## config.mk

```make
export PLATFORM = sky130hd
export DESIGN_NAME = fft_sequencer_flat
export DESIGN_NICKNAME = d
export VERILOG_FILES = /design/src/rtl/fft_sequencer_if.sv /design/src/rtl/fft_sequencer.sv /design/src/flat_wrapper.sv
export SDC_FILE = /design/constraint.sdc
export NUM_CORES = 1
export LEC_CHECK = 0
export CAP_MARGIN = 30
export CELL_PAD_IN_SITES_DETAIL_PLACEMENT = 0
export CELL_PAD_IN_SITES_GLOBAL_PLACEMENT = 2
export CORE_MARGIN = 1
export CORE_UTILIZATION = 29
export DETAILED_ROUTE_END_ITERATION = 16
export GPL_ROUTABILITY_DRIVEN = 0
export PLACE_DENSITY_LB_ADDON = 0.3
export SYNTH_ARGS = -nofsm -noshare
export SYNTH_HDL_FRONTEND = slang
export SYNTH_SLANG_ARGS = --single-unit
```

## constraint.sdc

```tcl
create_clock -name clk -period 5.8 [get_ports clk]
set_input_delay 1.16 -clock clk [delete_from_list [all_inputs] [get_ports clk]]
set_output_delay 1.16 -clock clk [all_outputs]
set_load 0.02 [all_outputs]
```

## src/rtl/fft_sequencer_if.sv

```systemverilog
// Interface bundle for the FFT sequencer.
// It carries the stream handshakes (start/busy/done, sample load and unload)
// and the register-file and twiddle addressing driven by the sequencer.
//   master : the frame source/sink and the datapath side
//   slave  : the sequencer itself
interface fft_sequencer_if #(
   parameter int LOG2N = 6
);
   logic             start;
   logic             busy;
   logic             done;
   logic             in_valid;
   logic             in_ready;
   logic             ld_en;
   logic [LOG2N-1:0] ld_addr;
   logic             bf_issue;
   logic [LOG2N-1:0] rd_addr_a;
   logic [LOG2N-1:0] rd_addr_b;
   logic [LOG2N-2:0] tw_idx;
   logic             wr_en;
   logic [LOG2N-1:0] wr_addr_a;
   logic [LOG2N-1:0] wr_addr_b;
   logic [2:0]       stage;
   logic             out_valid;
   logic             out_ready;
   logic [LOG2N-1:0] out_addr;

   modport master (
      output start, in_valid, out_ready,
      input  busy, done, in_ready, ld_en, ld_addr, bf_issue, rd_addr_a, rd_addr_b,
             tw_idx, wr_en, wr_addr_a, wr_addr_b, stage, out_valid, out_addr
   );

   modport slave (
      input  start, in_valid, out_ready,
      output busy, done, in_ready, ld_en, ld_addr, bf_issue, rd_addr_a, rd_addr_b,
             tw_idx, wr_en, wr_addr_a, wr_addr_b, stage, out_valid, out_addr
   );
endinterface

```

## src/rtl/fft_sequencer.sv

```systemverilog
// Control FSM for an in-place radix-2 DIT FFT over an N-point complex frame.
// Loads samples in bit-reversed order, issues one butterfly per cycle for
// LOG2N stages, then unloads in natural order. Holds no sample data.
// All state updates on the falling edge of clk, matching the datapath registers.
// Ports:
//   clk : clock (falling-edge active)
//   rst : asynchronous active-low reset
//   bus : fft_sequencer_if.slave - start/busy/done, load stream, butterfly
//         read/write addressing and twiddle index, unload stream
//
// state     | meaning
// ----------+---------------------------------------------------------------
// S_IDLE    | waiting for start
// S_LOAD    | accepting N samples, written to bit-reversed addresses
// S_COMPUTE | one butterfly issued per cycle, stage stg, index k
// S_DRAIN   | BF_LAT idle cycles so the last writes of a stage land
// S_UNLOAD  | presenting N samples in natural order
module fft_sequencer #(
   parameter int N      = 64,
   parameter int LOG2N  = 6,
   parameter int BF_LAT = 1
) (
   input  logic           clk,
   input  logic           rst,
   fft_sequencer_if.slave bus
);
   localparam logic [2:0] S_IDLE    = 3'd0;
   localparam logic [2:0] S_LOAD    = 3'd1;
   localparam logic [2:0] S_COMPUTE = 3'd2;
   localparam logic [2:0] S_DRAIN   = 3'd3;
   localparam logic [2:0] S_UNLOAD  = 3'd4;

   localparam logic [LOG2N-1:0] CNT_LAST   = LOG2N'(N - 1);
   localparam logic [LOG2N-2:0] K_LAST     = (LOG2N-1)'(N / 2 - 1);
   localparam logic [2:0]       STG_LAST   = 3'(LOG2N - 1);
   localparam int               DW         = (BF_LAT > 1) ? $clog2(BF_LAT) : 1;
   localparam logic [DW-1:0]    DRAIN_LOAD = DW'((BF_LAT > 0) ? BF_LAT - 1 : 0);

   logic [2:0]       state;
   logic [LOG2N-1:0] cnt;
   logic [2:0]       stg;
   logic [LOG2N-2:0] k;
   logic [DW-1:0]    drain_cnt;
   logic             done_q;

   logic             issue;
   logic [LOG2N-1:0] k_ext;
   logic [LOG2N-1:0] h;
   logic [LOG2N-1:0] h_mask;
   logic [LOG2N-1:0] a_raw;
   logic [LOG2N-2:0] tw_raw;
   logic [LOG2N-1:0] rd_a;
   logic [LOG2N-1:0] rd_b;
   logic [LOG2N-1:0] bitrev_cnt;

   always_ff @(negedge clk or negedge rst) begin
      if (!rst) begin
         state     <= S_IDLE;
         cnt       <= '0;
         stg       <= '0;
         k         <= '0;
         drain_cnt <= '0;
         done_q    <= 1'b0;
      end else begin
         done_q <= 1'b0;
         case (state)
            S_IDLE: begin
               // The done cycle is spent in IDLE; start is not honoured until the next one.
               if (bus.start && !done_q) begin
                  state <= S_LOAD;
                  cnt   <= '0;
               end
            end
            S_LOAD: begin
               if (bus.in_valid) begin
                  if (cnt == CNT_LAST) begin
                     state <= S_COMPUTE;
                     cnt   <= '0;
                     stg   <= '0;
                     k     <= '0;
                  end else begin
                     cnt <= cnt + LOG2N'(1);
                  end
               end
            end
            S_COMPUTE: begin
               if (k == K_LAST) begin
                  k <= '0;
                  if (BF_LAT > 0) begin
                     state     <= S_DRAIN;
                     drain_cnt <= DRAIN_LOAD;
                  end else if (stg == STG_LAST) begin
                     state <= S_UNLOAD;
                     stg   <= '0;
                  end else begin
                     stg <= stg + 3'd1;
                  end
               end else begin
                  k <= k + (LOG2N-1)'(1);
               end
            end
            S_DRAIN: begin
               if (drain_cnt == '0) begin
                  if (stg == STG_LAST) begin
                     state <= S_UNLOAD;
                     stg   <= '0;
                  end else begin
                     state <= S_COMPUTE;
                     stg   <= stg + 3'd1;
                  end
               end else begin
                  drain_cnt <= drain_cnt - DW'(1);
               end
            end
            S_UNLOAD: begin
               if (bus.out_ready) begin
                  if (cnt == CNT_LAST) begin
                     state  <= S_IDLE;
                     cnt    <= '0;
                     done_q <= 1'b1;
                  end else begin
                     cnt <= cnt + LOG2N'(1);
                  end
               end
            end
            default: state <= S_IDLE;
         endcase
      end
   end

   // Butterfly operand pair: insert a 0 at bit stg of k for the upper address;
   // the lower one is h above it. The twiddle scales k's low bits up to W_N.
   always_comb begin
      issue  = (state == S_COMPUTE);
      k_ext  = {1'b0, k};
      h      = LOG2N'(1) << stg;
      h_mask = h - LOG2N'(1);
      a_raw  = ((k_ext >> stg) << ({1'b0, stg} + 4'd1)) | (k_ext & h_mask);
      tw_raw = (k & h_mask[LOG2N-2:0]) << (4'(LOG2N - 1) - {1'b0, stg});
      rd_a   = issue ? a_raw : '0;
      rd_b   = issue ? (a_raw + h) : '0;
   end

   always_comb begin
      bitrev_cnt = '0;
      for (int i = 0; i < LOG2N; i++) begin
         bitrev_cnt[i] = cnt[LOG2N-1-i];
      end
   end

   assign bus.busy      = (state != S_IDLE);
   assign bus.done      = done_q;
   assign bus.in_ready  = (state == S_LOAD);
   assign bus.ld_en     = bus.in_valid && (state == S_LOAD);
   assign bus.ld_addr   = (state == S_LOAD) ? bitrev_cnt : '0;
   assign bus.bf_issue  = issue;
   assign bus.rd_addr_a = rd_a;
   assign bus.rd_addr_b = rd_b;
   assign bus.tw_idx    = issue ? tw_raw : '0;
   assign bus.stage     = stg;
   assign bus.out_valid = (state == S_UNLOAD);
   assign bus.out_addr  = (state == S_UNLOAD) ? cnt : '0;

   // Write-back delay line shifts in every state so a stage's last writes
   // retire during DRAIN; reset empties it, dropping any pending write.
   if (BF_LAT == 0) begin : g_nodly
      assign bus.wr_en     = issue;
      assign bus.wr_addr_a = rd_a;
      assign bus.wr_addr_b = rd_b;
   end else begin : g_dly
      logic [BF_LAT-1:0] v_q;
      logic [LOG2N-1:0]  a_q [BF_LAT];
      logic [LOG2N-1:0]  b_q [BF_LAT];

      always_ff @(negedge clk or negedge rst) begin
         if (!rst) begin
            v_q <= '0;
            for (int i = 0; i < BF_LAT; i++) begin
               a_q[i] <= '0;
               b_q[i] <= '0;
            end
         end else begin
            v_q[0] <= issue;
            a_q[0] <= rd_a;
            b_q[0] <= rd_b;
            for (int i = 1; i < BF_LAT; i++) begin
               v_q[i] <= v_q[i-1];
               a_q[i] <= a_q[i-1];
               b_q[i] <= b_q[i-1];
            end
         end
      end

      assign bus.wr_en     = v_q[BF_LAT-1];
      assign bus.wr_addr_a = a_q[BF_LAT-1];
      assign bus.wr_addr_b = b_q[BF_LAT-1];
   end
endmodule

```

## src/flat_wrapper.sv

```systemverilog
// flat-port wrapper written by rule: the top's interface ports become plain ports
module fft_sequencer_flat 
#(
   parameter int N      = 64,
   parameter int LOG2N  = 6,
   parameter int BF_LAT = 1
)
  (clk, rst, bus_start, bus_in_valid, bus_out_ready, bus_busy, bus_done, bus_in_ready, bus_ld_en, bus_ld_addr, bus_bf_issue, bus_rd_addr_a, bus_rd_addr_b, bus_tw_idx, bus_wr_en, bus_wr_addr_a, bus_wr_addr_b, bus_stage, bus_out_valid, bus_out_addr);
  fft_sequencer_if #(.LOG2N(LOG2N)) bus_i ();
  input  logic clk;
  input  logic rst;
  input wire logic [$bits(bus_i.start)-1:0] bus_start;
  input wire logic [$bits(bus_i.in_valid)-1:0] bus_in_valid;
  input wire logic [$bits(bus_i.out_ready)-1:0] bus_out_ready;
  output wire logic [$bits(bus_i.busy)-1:0] bus_busy;
  output wire logic [$bits(bus_i.done)-1:0] bus_done;
  output wire logic [$bits(bus_i.in_ready)-1:0] bus_in_ready;
  output wire logic [$bits(bus_i.ld_en)-1:0] bus_ld_en;
  output wire logic [$bits(bus_i.ld_addr)-1:0] bus_ld_addr;
  output wire logic [$bits(bus_i.bf_issue)-1:0] bus_bf_issue;
  output wire logic [$bits(bus_i.rd_addr_a)-1:0] bus_rd_addr_a;
  output wire logic [$bits(bus_i.rd_addr_b)-1:0] bus_rd_addr_b;
  output wire logic [$bits(bus_i.tw_idx)-1:0] bus_tw_idx;
  output wire logic [$bits(bus_i.wr_en)-1:0] bus_wr_en;
  output wire logic [$bits(bus_i.wr_addr_a)-1:0] bus_wr_addr_a;
  output wire logic [$bits(bus_i.wr_addr_b)-1:0] bus_wr_addr_b;
  output wire logic [$bits(bus_i.stage)-1:0] bus_stage;
  output wire logic [$bits(bus_i.out_valid)-1:0] bus_out_valid;
  output wire logic [$bits(bus_i.out_addr)-1:0] bus_out_addr;
  assign bus_i.start = bus_start;
  assign bus_i.in_valid = bus_in_valid;
  assign bus_i.out_ready = bus_out_ready;
  assign bus_busy = bus_i.busy;
  assign bus_done = bus_i.done;
  assign bus_in_ready = bus_i.in_ready;
  assign bus_ld_en = bus_i.ld_en;
  assign bus_ld_addr = bus_i.ld_addr;
  assign bus_bf_issue = bus_i.bf_issue;
  assign bus_rd_addr_a = bus_i.rd_addr_a;
  assign bus_rd_addr_b = bus_i.rd_addr_b;
  assign bus_tw_idx = bus_i.tw_idx;
  assign bus_wr_en = bus_i.wr_en;
  assign bus_wr_addr_a = bus_i.wr_addr_a;
  assign bus_wr_addr_b = bus_i.wr_addr_b;
  assign bus_stage = bus_i.stage;
  assign bus_out_valid = bus_i.out_valid;
  assign bus_out_addr = bus_i.out_addr;
  fft_sequencer #(.N(N), .LOG2N(LOG2N), .BF_LAT(BF_LAT)) u_core (.clk(clk), .rst(rst), .bus(bus_i));
endmodule
```

==> results.toml, run 1 <==
[run_status]
status = "finished with violations"
violations = "setup timing"

[worst_setup_path]
cp.required_ns = 4.64
cp.arrival_ns = 6.52
r2r-start = "u_core.bus.stage[0]"
critPathBufInv = 2
crit_family = "compound AO/OA/AOI/OAI gates"
path_common_cell = "a21oi_2"
path_cells = "inv_1, ha_4, or3_1, a21oi_2, a31oi_2, o31ai_2, ha_1, a211o_1, o32ai_2, a21oi_2, or4_4, a21oi_4, buf_6"
critPathMaxStageDelay_ns = 0.47
cp-end-kind = "output pin"
crit_start = "u_core.bus.stage[0]"
cp_slowest_cell = "dfrtn_1"
crit_type = "flop to output pin"
path_max_fanout = 6
startpoint_type = "flop"

[place]
io_buffers = 55
placed_area_um2 = 3640
place_inst = 499
hpwlAfterDp_um = 5770
dp_slack_ns = -2.20

[timing]
rsz0062_at_grt = "yes"
final-hold-violation-count = 0
slew_headroom_pct = 65.0
finalMaxSlewViolations = 0
worstMarginPinSlew_ns = 0.511
skew_ns = 0.00502
hold_ws_ns = 0.489
finalSetupTns_ns = -16.38
setup_viol = 17
setup_ws_ns = -1.88

[cts]
cts_hold_buf = 0
clkSinkCount = 31
clk_latency_ns = 0.29
clk_path_buf_depth = 2
path_clk_slew_ns = 0.05
cts-buffers-inserted = 5
cts-root-buf = "clkbuf_8"
cts_tree = "built"
htree_levels = 2

[power_and_ir_drop]
ir_drop_mv = 0.245
p_leak_nw = 2.01
netSwitchingFraction_pct = 43.6
internal-power_mw = 1.49
pwr-share-seq_pct = 12.2
power_density_nw_per_um2 = 600
clockPowerShare_pct = 6.3
p_total_mw = 2.64
combPwrFrac_pct = 81.6
power_switching_mw = 1.15

[global_routing]
grt_pass1_vias = 2462
gr-usage-met2_pct = 31.3
grt.overflow.total = 0
grt_pass1_wl_um = 12500
grt_max_degree = 32
grt_use_met3_pct = 2.65
top_usage_layer = "met2"
globalRouteMet1Util_pct = 25.6
grt_util_all_layers_pct = 18.8
antenna_found_initial = 0

[logic_synthesis]
synthArstFlopShare_pct = 100
synth-edff-count = 0
ys_seq_elements = 31
yosysTopAreaCell = "dfrtn_1"
synth.most_common_cell = "dfrtn_1"
ys.flop_type = "dfrtn_1"
syn_inst = 279
synth_nets = 301
avgSynthCellArea_um2 = 8.40
synth.area.top_cells = "dfrtn_1 (33%), ha_1 (9.1%), and2_1 (5.1%), o21ai_0 (3.8%), nor2_1 (3.4%)"
synth_cell_types = 53
synthesis.area_um2 = 2340
synthTopCellsByCount = "dfrtn_1 (31), nor2_1 (21), nand2_1 (20), and2_1 (19), o21ai_0 (18)"
synth_warnings = 0
synth-seq-area-share_pct = 33.1
synth_top_cell_area_share_pct = 33.1

[route]
viasPerCell = 4.88
drc = 0
ant_nets = 0
drtIter0Drc = 95
drtPass1Iterations = 4
wl_per_cell_um = 15.0
drt_wl_total_um = 8040
vias = 2607

[hold_path]
hp-start = "u_core.cnt[0]"
hold_class = "flop to flop"

[cells_and_area]
final_cells = 534
nFillCells = 688
seq_area_um2 = 776
nNetsFinal = 453
final_util_pct = 56.7
multiInputGateArea_um2 = 2000
post-route-cell-area_um2 = 4400
drive_above_1_share_pct = 50.7
area_delta_synth_final_pct = 88.0
insertedDiodeCount = 0

[floorplan]
core_area_um2 = 7770
ios = 56
rows = 32
die_w_um = 91.9
initial_core_util_pct = 30.2
die_h_um = 91.9
die_area_um2 = 8440

[job]
maxCapViolations = 0
-- power by group through the flow --
stage,Combinational (mW),Sequential (mW),Clock (mW)
after global placement,1.47,0.318,0
after detailed placement,1.48,0.321,0
final,2.16,0.322,0.165
after floorplan,0.784,0.352,0
after global routing,2.31,0.330,0.179
after CTS,1.78,0.318,0.172
-- cell type report --
class / instances / share of cell area (%)
clock buffers: 7 / 1.73
clock inverters: 1 / 0.114
inverters: 14 / 1.25
multi-input cells: 221 / 45.4
flip-flops and latches: 31 / 17.6
well taps: 102 / 2.90
repair buffers: 158 / 31.0
-- worst paths after layout --
path	cells past startpoint	to	slack (ns)
max	13	bus_rd_addr_b[5]	-1.88
min reg2reg	1	u_core.cnt[0]	0.49
min	1	u_core.cnt[0]	0.49
min in group asynchronous	2	u_core.k[2]	4.05
max in group asynchronous	2	u_core.bus.wr_addr_b[2]	1.41
max reg2reg	12	u_core.bus.wr_addr_b[5]	2.62
-- kinds of logic (layout without fill, tap and decap cells) --
kind of cell / after synthesis / count (layout) / share of synthesized area (%)
flops: 31 / 31 / 33.1
mux: 7 / 7 / 3.04
xor+xnor: 4 / 4 / 1.50
fa+ha+maj: 17 / 17 / 9.08
buf+inv: 27 / 180 / 4.75
compound gates: 71 / 71 / 20.4
simple gates: 122 / 122 / 28.1
-- registers in the layout, indices dropped and copies added, names as in the netlist --
name,cells
u_core.bus.done,1
u_core.bus.wr_addr_b,6
u_core.k,5
u_core.bus.wr_en,1
u_core.bus.stage,3
u_core.state,3
u_core.cnt,6
u_core.bus.wr_addr_a,6
-- routing by layer --
layer  vias up  part of all wire (%)
met4         0                  0.87
met5         -                     0
met1      1229                    47
met3         6                   4.2
li1       1309                     -
met2        63                    48
-- cells in the final DEF, fill, tap and decap left out, types with 5 or more instances in the layout --
master	Yosys	routed
buf_4	0	88
dfrtn_1	31	31
buf_6	1	30
nand2_1	20	19
clkdlybuf4s50_1	0	18
and2_1	19	16
nor2_1	21	15
o21ai_0	18	14
clkbuf_2	0	13
nand2b_1	10	10
ha_4	0	10
inv_1	13	9
nand3_1	9	9
a21oi_1	13	8
and3_1	9	6
ha_1	17	6
clkbuf_8	0	5
-- repair_timing --
item / in CTS / in global routing
pin swaps: 15 / 13
setup endpoints to repair: 33 / 33
resized for setup: 177 / 70
buffers inserted: 17 / 12
Power figures use the tool's default switching activity.
==> run 2: changes to the inputs <==
--- a/config.mk
+++ b/config.mk
@@ -9,5 +9,5 @@
 export CELL_PAD_IN_SITES_DETAIL_PLACEMENT = 0
 export CELL_PAD_IN_SITES_GLOBAL_PLACEMENT = 2
-export CORE_MARGIN = 1
+export CORE_MARGIN = 5
 export CORE_UTILIZATION = 29
 export DETAILED_ROUTE_END_ITERATION = 16
==> constraint.sdc (replaced) <==
create_clock -name clk -period 5.8 [get_ports clk]
set_input_delay 1.16 -clock clk [delete_from_list [all_inputs] [get_ports clk]]
set_output_delay 1.16 -clock clk [all_outputs]
set_load 0.01 [all_outputs]
==> run 2 against run 1 <==
The flow still finishes with violations (setup timing). Clock skew is 0.0012 ns higher. Sequential cell count stayed put. Utilization is 3.8 points higher. Clock-buffer cell count is 1 lower. Non-clock buffer count is 26 higher. Register-to-register slack worse by 1.4 ns. Combinational power is 8% higher. Sequential share of layout area is 1.2 points lower. Largest cell class unchanged. Largest power group unchanged.
==> results.toml, run 2 (same netlist as run 1, synthesis figures left out) <==
[worst_setup_path]
rr_worst_depth = 25
cp.arrival_ns = 6.67
r2r_slack_ns = 1.27
critPathMaxStageDelay_ns = 0.50
crit_type = "flop to output pin"
cp_slowest_cell = "or4_4"
startpoint_type = "flop"
r2r-start = "u_core.bus.stage[1]"
path_cells = "buf_6, inv_6, ha_4, or3_4, a21oi_2, a31oi_1, o31ai_2, ha_1, a211o_1, o32ai_2, a21oi_2, or4_4, a21oi_4, buf_6"
critPathBufInv = 3
cp-end-kind = "output pin"
rr_endpoint = "u_core.bus.wr_addr_b[5]"
cp.required_ns = 4.64
crit_family = "compound AO/OA/AOI/OAI gates"
path_max_fanout = 5

[cts]
cts-buffers-inserted = 5
cts-root-buf = "clkbuf_8"
htree_levels = 2
clk_latency_ns = 0.29
path_clk_slew_ns = 0.05
clkSinkCount = 31
cts_hold_buf = 0
clk_path_buf_depth = 2
cts_tree = "built"

[power_and_ir_drop]
ir_drop_mv = 0.280
power_density_nw_per_um2 = 598
internal-power_mw = 1.59
clockPowerShare_pct = 6.0
p_leak_nw = 2.20
combPwrFrac_pct = 82.4
pwr-share-seq_pct = 11.6
power_switching_mw = 1.24
netSwitchingFraction_pct = 43.9

[route]
drtIter0Drc = 94
ant_nets = 0
vias = 2869
drc = 0
viasPerCell = 5.12
drtPass1Iterations = 4
drt_wl_total_um = 9350
wl_per_cell_um = 16.7

[cells_and_area]
area_delta_synth_final_pct = 102
insertedDiodeCount = 0
nNetsFinal = 479
final_cell_mix = "buf_4 (94), buf_6 (40), dfrtn_1 (31), clkdlybuf4s50_1 (22)"
drive_above_1_share_pct = 56.1
mostFrequentLayoutCell = "buf_4"
final_util_pct = 60.5

[global_routing]
grt.overflow.total = 0
grt_pass1_vias = 2913
grt_max_degree = 32
grt_util_all_layers_pct = 17.9
antenna_found_initial = 0
grt_pass1_wl_um = 14400

[place]
hpwlAfterDp_um = 5830
io_buffers = 55

[floorplan]
die_area_um2 = 9970
initial_core_util_pct = 30.0
rows = 32
ios = 56
die_h_um = 99.9
die_w_um = 99.9
core_area_um2 = 7810

[timing]
finalSetupTns_ns = -17.26
final-hold-violation-count = 0
setup_ws_ns = -2.03
slew_headroom_pct = 69.5
setup_viol = 17
finalMaxSlewViolations = 0
rsz0062_at_grt = "yes"
skew_ns = 0.00625
worstMarginPinSlew_ns = 0.447

[hold_path]
hold_class = "flop to flop"
hold_depth = 1
holdPathEnd = "u_core.cnt[0]"
hp-start = "u_core.cnt[0]"

[run_status]
violations = "setup timing"
status = "finished with violations"

[job]
maxCapViolations = 0
[run 2: how the worst max path moves through the flow]
stage	startpoint	endpoint	slack, ns	cells past startpoint
6_report	u_core.bus.stage[1]	bus_rd_addr_b[5]	-2.03	14
5_1_grt	u_core.bus.stage[1]	bus_rd_addr_b[5]	-2.15	14
4_1_cts	u_core.bus.stage[1]	bus_rd_addr_b[5]	-1.97	14
3_5_place_dp	u_core.bus.stage[1]	bus_rd_addr_b[5]	-2.26	17
3_3_place_gp	u_core.bus.stage[1]	bus_rd_addr_b[5]	-2.07	16
2_1_floorplan	u_core.bus.stage[2]	bus_rd_addr_b[5]	-1.75	15
[run 2: power by group through the flow]
stage / Clock, mW / Combinational (mW) / Sequential [mW]
floorplan: 0 / 0.777 / 0.337
global placement: 0 / 1.46 / 0.317
detailed placement: 0 / 1.45 / 0.320
CTS: 0.175 / 1.95 / 0.318
global route: 0.187 / 2.48 / 0.333
finish: 0.169 / 2.33 / 0.327
[run 2: what timing repair did]
action                     CTS  global route
gates resized for setup    167           107
pin swaps                   24            45
setup endpoints to repair   33            30
buffers inserted            45            25
[run 2: worst reg2reg max path, cell delays in order, from the launching register on]
cell and delay [ns]:
dfrtn_1 0.46, buf_6 0.14, inv_6 0.04, ha_4 0.26
or3_4 0.38, a21oi_2 0.14, a31oi_1 0.06, o31ai_2 0.28
ha_1 0.30, a211o_1 0.30, o32ai_2 0.25, a21oi_2 0.08
buf_4 0.14, o31ai_1 0.12, a21oi_4 0.11, buf_4 0.15
buf_4 0.12, buf_4 0.12, buf_4 0.12, buf_4 0.12
buf_4 0.12, buf_4 0.12, buf_4 0.12, buf_4 0.12
buf_4 0.12, buf_4 0.12
[run 2: layout make-up]
| type | count | area [µm²] |
|---|---|---|
| clock buffers | 6 | 72.6 |
| multi-input cells | 221 | 2090 |
| clock inverters | 2 | 12.5 |
| repair buffers | 184 | 1580 |
| flip-flops and latches | 31 | 776 |
| inverters | 14 | 67.6 |
| fillers | 661 | 3080 |
| well taps | 102 | 128 |
[run 2: stage by stage]
stage	hold WS, ns	instances	instance area [µm²]	power (mW)	setup slack [ns]
floorplan	0.430	279	2490	1.11	-1.75
global placement	0.489	498	3640	1.77	-2.07
detailed placement	0.503	498	3640	1.77	-2.26
CTS	0.499	549	4340	2.45	-1.97
global route	0.538	560	4720	3.00	-2.15
finish	0.500	560	4720	2.82	-2.03
[run 2: routing by layer]
metal	vias to the layer above	part of all wire, %	track usage [%]
li1	1359	-	-
met5	-	0	0
met3	20	4.5	2.85
met4	0	2.9	6.83
met1	1405	43	22.3
met2	85	50	31.0
